==> config.mk <==
export PLATFORM = sky130hd
export DESIGN_NAME = music_box_sequencer_flat
export DESIGN_NICKNAME = d
export VERILOG_FILES = /design/src/rtl/music_box_sequencer_if.sv /design/src/rtl/music_box_sequencer.sv /design/src/flat_wrapper.sv
export SDC_FILE = /design/constraint.sdc
export NUM_CORES = 1
export LEC_CHECK = 0
export ABC_AREA = 0
export CAP_MARGIN = 20
export CORE_UTILIZATION = 64
export DETAILED_ROUTE_END_ITERATION = 6
export HOLD_SLACK_MARGIN = 0.15
export PLACE_DENSITY = 0.86
export SLEW_MARGIN = 20
export SYNTH_ARGS = -nofsm -noshare
export SYNTH_HDL_FRONTEND = slang
export SYNTH_SLANG_ARGS = --single-unit
==> constraint.sdc <==
create_clock -name clk -period 3.8 [get_ports clk]
set_clock_uncertainty 0.1 [all_clocks]
set_input_delay 0.38 -clock clk [delete_from_list [all_inputs] [get_ports clk]]
set_output_delay 0.38 -clock clk [all_outputs]
set_load 0.01 [all_outputs]
==> src/rtl/music_box_sequencer_if.sv <==
// music_box_sequencer_if: control/data handshake between the sequencer and the song memory.
interface music_box_sequencer_if;
  logic [3:0] song;
  logic       stop;
  logic       start;
  logic       step;
  logic [1:0] duration;
  logic [4:0] notecase;
  modport master (output song, stop, start, step, input duration, notecase);
  modport slave (input song, stop, start, step, output duration, notecase);
endinterface

==> src/rtl/music_box_sequencer.sv <==
// music_box_sequencer: turns song/stop button edges into memory load/step strobes and times notes and gaps.
module music_box_sequencer #(
  parameter int TICK_DIV   = 12_500_000,
  parameter int GAP_CYCLES = 1_000_000
) (
  input  logic                          clk,
  input  logic                          rst,
  input  logic [3:0]                    song_req,
  input  logic                          stop_req,
  music_box_sequencer_if.master         mem,
  output logic                          sound_en,
  output logic                          playing,
  output logic [1:0]                    cur_song
);
  typedef enum logic [3:0] {IDLE, LOAD_A, LOAD_B, LOAD_C, STEP, SETTLE, FETCH, NOTE, GAP} state_t;
  localparam logic [4:0] END_MARK = 5'b01000;
  state_t      state, state_n;
  logic [31:0] cnt, cnt_n, note_len;
  logic [3:0]  song_prev, song_edge, sel, sel_n;
  logic        stop_prev, stop_edge, stop_sel, stop_n, play_n;
  logic [1:0]  win, cur_n;
  logic        load;
  assign song_edge = song_req & ~song_prev;
  assign stop_edge = stop_req & ~stop_prev;
  assign win       = song_edge[0] ? 2'd0 : song_edge[1] ? 2'd1 : song_edge[2] ? 2'd2 : 2'd3;
  assign note_len  = (32'(mem.duration) + 32'd1) * 32'(TICK_DIV) - 32'd1;
  always_ff @(posedge clk or posedge rst) begin
    if (rst) begin
      state     <= IDLE;
      cnt       <= '0;
      sel       <= '0;
      stop_sel  <= 1'b0;
      playing   <= 1'b0;
      cur_song  <= '0;
      song_prev <= '0;
      stop_prev <= 1'b0;
    end else begin
      state     <= state_n;
      cnt       <= cnt_n;
      sel       <= sel_n;
      stop_sel  <= stop_n;
      playing   <= play_n;
      cur_song  <= cur_n;
      song_prev <= song_req;
      stop_prev <= stop_req;
    end
  end
  // Request edges are checked first so they override any terminal count in the same cycle.
  always_comb begin
    state_n = state;
    cnt_n   = cnt;
    sel_n   = sel;
    stop_n  = stop_sel;
    play_n  = playing;
    cur_n   = cur_song;
    if (stop_edge) begin
      state_n = LOAD_A;
      cnt_n   = '0;
      sel_n   = '0;
      stop_n  = 1'b1;
      play_n  = 1'b0;
    end else if (|song_edge) begin
      state_n = LOAD_A;
      cnt_n   = '0;
      sel_n   = 4'b0001 << win;
      stop_n  = 1'b0;
      play_n  = 1'b1;
      cur_n   = win;
    end else begin
      case (state)
        LOAD_A: state_n = LOAD_B;
        LOAD_B: state_n = LOAD_C;
        LOAD_C: state_n = stop_sel ? IDLE : STEP;
        STEP:   state_n = SETTLE;
        SETTLE: state_n = FETCH;
        FETCH: begin
          state_n = (mem.notecase == END_MARK) ? IDLE : NOTE;
          play_n  = (mem.notecase == END_MARK) ? 1'b0 : playing;
          cnt_n   = (mem.notecase == END_MARK) ? cnt : note_len;
        end
        NOTE: begin
          state_n = (cnt == '0) ? GAP : NOTE;
          cnt_n   = (cnt == '0) ? 32'(GAP_CYCLES) - 32'd1 : cnt - 32'd1;
        end
        GAP: begin
          state_n = (cnt == '0) ? STEP : GAP;
          cnt_n   = (cnt == '0) ? cnt : cnt - 32'd1;
        end
        default: state_n = IDLE;
      endcase
    end
  end
  assign load      = (state == LOAD_A) || (state == LOAD_B) || (state == LOAD_C);
  assign mem.song  = load ? sel : 4'b0000;
  assign mem.stop  = load & stop_sel;
  assign mem.start = (state == LOAD_B);
  assign mem.step  = (state == STEP);
  assign sound_en  = (state == NOTE);
endmodule

==> src/flat_wrapper.sv <==
// flat-port wrapper written by rule: the top's interface ports become plain ports
module music_box_sequencer_flat 
#(
  parameter int TICK_DIV   = 12_500_000,
  parameter int GAP_CYCLES = 1_000_000
)
  (clk, rst, song_req, stop_req, sound_en, playing, cur_song, mem_song, mem_stop, mem_start, mem_step, mem_duration, mem_notecase);
  music_box_sequencer_if mem_i ();
  input  logic clk;
  input  logic rst;
  input  logic [3:0] song_req;
  input  logic stop_req;
  output logic sound_en;
  output logic playing;
  output logic [1:0] cur_song;
  output wire logic [$bits(mem_i.song)-1:0] mem_song;
  output wire logic [$bits(mem_i.stop)-1:0] mem_stop;
  output wire logic [$bits(mem_i.start)-1:0] mem_start;
  output wire logic [$bits(mem_i.step)-1:0] mem_step;
  input wire logic [$bits(mem_i.duration)-1:0] mem_duration;
  input wire logic [$bits(mem_i.notecase)-1:0] mem_notecase;
  assign mem_song = mem_i.song;
  assign mem_stop = mem_i.stop;
  assign mem_start = mem_i.start;
  assign mem_step = mem_i.step;
  assign mem_i.duration = mem_duration;
  assign mem_i.notecase = mem_notecase;
  music_box_sequencer #(.TICK_DIV(TICK_DIV), .GAP_CYCLES(GAP_CYCLES)) u_core (.clk(clk), .rst(rst), .song_req(song_req), .stop_req(stop_req), .mem(mem_i), .sound_en(sound_en), .playing(playing), .cur_song(cur_song));
endmodule
==> out/results.ini, run 1 <==
[floorplanning]
fp.dieH_microns = 76.7
horiz_die_dim_microns = 76.7
start_util_pct = 68.2
pin_count = 25
area_of_the_core_region_sq_mm = 0.00524
floorplan.die_area_sq_mm = 0.00589
placementRows = 26

[routing]
num_vias = 3415
postRouteWirelength_microns = 9280
dr.pass1.iters = 5
detail_route.wirelength.met1_microns = 4120
met3RoutedLength_microns = 841
topRoutingLayerUsed = met4
drt.antenna.violating_nets = 0
wl_met2_microns = 4190
number_of_remaining_drc_errors = 0
dr.first_iter.drc_count = 426
route.detailed.wl_per_inst_microns = 18.2
via_density_per_instance = 6.70

[cts]
tritoncts_clock_tree = yes
holdBufCountCts = 0
clock-root-buffer = sky130_fd_sc_hd__clkbuf_8
ctsLongestPathBuffers = 2
tritoncts.num_buffers = 5
h-tree-depth = 2
clock_sink_count = 49
cts_repair_resize_count = 0
worst_skew_pair.late_latency_ps = 300
post_cts_buffers = 0
clk_transition_reported_paths_ps = 90

[place]
place_ws_ps = 131
numPortBuffers = 24
hpwlAfterDp_microns = 6930
gp_congestion = 0.983

[grt]
grt_util_all_layers_pct = 32.4
grt_overflow = 0
grt_max_degree = 50
vias_in_the_first_global_route = 3077
global_route_wire_length_before_repair_microns = 15200
grt_antenna_before_repair = 0

[logic_synthesis]
syn-instance-count = 423
synth_edf_count = 0
sequential_element_share_of_the_synthesized_area_pct = 34.3
yosysWarningCount = 0
synth.top_cells.by_area = sky130_fd_sc_hd__dfrtp_1 34%, sky130_fd_sc_hd__ha_1 5.6%, sky130_fd_sc_hd__nand2_1 4.1%
synth_area_per_cell_sq_um = 8.45
synth-main-ff-cell = sky130_fd_sc_hd__dfrtp_1
synth_async_sr_flop_share_pct = 100
yosysUniqueCellTypes = 60
count_of_state_elements_after_synthesis = 49
post-synth-top-area-fraction_pct = 34.3
synth.net_count = 453
post_synth_instance_area_sq_mm = 0.00357
synth_largest_area_cell = sky130_fd_sc_hd__dfrtp_1

[power]
power.density_cell_area_mw_per_mm2 = 278
max-vdd-ir-drop_v = 0.000175
power.static_leakage_uw = 0.00174
power.total_uw = 1090

[sta]
fin_crit_ps = 3430
timing.max_slew.rel_slack_pct = 43.0
report.final.setup_viol = 0
setup_total_negative_slack_ps = 0
transition_time_of_the_tightest_slew_check_pin_ps = 854
slew_viol_final = 0
post-route-period-util_pct = 90.2
worst_slack_ps = 371
grt_setup_unrepaired = no
final-hold-violation-count = 0
fmax_ghz = 0.292

[layout]
nets = 469
layout_commonest_cell = sky130_fd_sc_hd__dfrtp_1
top_library_cells_by_usage_in_the_layout_fill_and_taps_aside = 49 x sky130_fd_sc_hd__dfrtp_1, 39 x sky130_fd_sc_hd__nand2_1, 34 x sky130_fd_sc_hd__nor2_1, 29 x sky130_fd_sc_hd__a21oi_1, 28 x sky130_fd_sc_hd__o21ai_0
final_layout_size_suffix_gt1_share_pct = 7.27
antenna_cells = 0
area.growth.synth_to_final_pct = 9.42
fin_util_pct = 74.7
fillCellCount = 415

[critical_path]
timing.critical_path.to_type = register
cp.required_ps = 3920
worst_ep_arrival_time_ps = 3550
worst_reg2reg_path_depth = 9
critical_path.max_fanout = 6
regToRegSetupSlack_ps = 620
critPathKind = in -> reg
setup.worst_path.start_class = input port

[run_status]
run_status = finished, final reports clean

[job]
cap_violations = 0

[hold_path]
worstHoldPathType = in -> async

==> area by class of cell <==
type / instances / area, sq um / share of cell area, %
multi-input combinational: 336 / 2160 / 55.2
clock buffer: 6 / 82.6 / 2.11
timing repair buffer: 28 / 270 / 6.91
tap: 70 / 87.6 / 2.24
clock inverter: 2 / 13.8 / 0.352
sequential: 49 / 1230 / 31.4
inverter: 19 / 72.6 / 1.86
==> registers in the layout, summed over array words and instances, names as in the netlist <==
register,flops
u_core.state,4
u_core.stop_prev,1
u_core.sel,4
u_core.playing,1
u_core.cnt,32
u_core.song_prev,4
u_core.stop_sel,1
u_core.cur_song,2
==> worst paths after layout <==
| path | from | endpoint |
|---|---|---|
| setup / recovery | mem_duration[1] | u_core.cnt[27]$_DFFE_PP0P_ |
| hold / removal | rst | u_core.cnt[8]$_DFFE_PP0P_ |
| setup reg to reg | u_core.cnt[0]$_DFFE_PP0P_ | u_core.cnt[2]$_DFFE_PP0P_ |
| hold reg to reg | u_core.cnt[17]$_DFFE_PP0P_ | u_core.cnt[17]$_DFFE_PP0P_ |
| max in group asynchronous | rst | u_core.cnt[20]$_DFFE_PP0P_ |
| min in group clk | u_core.cnt[17]$_DFFE_PP0P_ | u_core.cnt[17]$_DFFE_PP0P_ |
==> metrics by stage <==
step / cell area (sq um) / hold slack, ps / cells
after floorplan: 3570 / 311 / 423
after global placement: 3810 / 389 / 502
after detailed placement: 3810 / 415 / 502
after CTS: 3910 / 437 / 510
after global routing: 3910 / 448 / 510
final: 3910 / 436 / 510
==> worst max-delay path, cell delays in order <==
cell and delay [ps]:
sky130_fd_sc_hd__clkdlybuf4s50_1 560, sky130_fd_sc_hd__inv_1 130, sky130_fd_sc_hd__ha_1 390, sky130_fd_sc_hd__xor2_1 370, sky130_fd_sc_hd__inv_1 90, sky130_fd_sc_hd__ha_1 250
sky130_fd_sc_hd__a31o_2 230, sky130_fd_sc_hd__a21oi_1 200, sky130_fd_sc_hd__nand4b_1 190, sky130_fd_sc_hd__nor4_1 480, sky130_fd_sc_hd__a32oi_1 160, sky130_fd_sc_hd__o21ai_0 120
==> where the power goes <==
group / switching (uW) / internal [uW]
clock: 180 / 148
combinational: 125 / 88.4
sequential: 11.1 / 534
==> per-layer routing <==
metal | track usage, % | vias to the layer above
met5 | 0 | -
met1 | 47.4 | 1611
met3 | 5.00 | 20
li1 | - | 1592
met4 | 6.35 | 0
met2 | 51.1 | 192
==> kinds of logic after synthesis <==
group	Yosys count	share of synthesized area [%]
AOI/OAI and AO/OA	114	20.8
xor gates and xnor gates	20	4.90
adders and majority gates	16	5.60
buffers and inverters	38	5.32
DFF	49	34.3
muxes	1	0.315
and+or+nand+nor	185	28.8
==> synth_stat cells, drive strengths merged (3+ instances only) <==
cell,instances
dfrtp,49
nand2,39
nor2,34
o21ai,30
a21oi,29
nor3,21
inv,19
ha,16
xnor2,15
clkbuf,12
nand3,11
nand2b,10
nor4,10
nand4,9
or3,9
or4,9
and2,8
buf,7
a221o,6
a31oi,6
nor2b,6
a21o,5
a32oi,5
o211ai,5
xor2,5
o41ai,4
or2,4
and3,3
o2bb2ai,3
o31ai,3
(Power assumes the default switching activity.)
==> inputs of run 2 (changes only) <==
--- a/config.mk
+++ b/config.mk
@@ -6,7 +6,7 @@
 export NUM_CORES = 1
 export LEC_CHECK = 0
 export ABC_AREA = 0
-export CAP_MARGIN = 20
+export CAP_MARGIN = 5
 export CORE_UTILIZATION = 64
 export DETAILED_ROUTE_END_ITERATION = 6
 export HOLD_SLACK_MARGIN = 0.15
==> results of run 2 <==
The final DEF is identical to that of run 1; final timing and power are the same.
==> inputs of run 3 (changes only) <==
--- a/config.mk
+++ b/config.mk
@@ -15,3 +15,4 @@
 export SYNTH_ARGS = -nofsm -noshare
 export SYNTH_HDL_FRONTEND = slang
 export SYNTH_SLANG_ARGS = --single-unit
+export TNS_END_PERCENT = 50
==> results of run 3 <==
The final DEF is identical to that of run 1; final timing and power are the same.
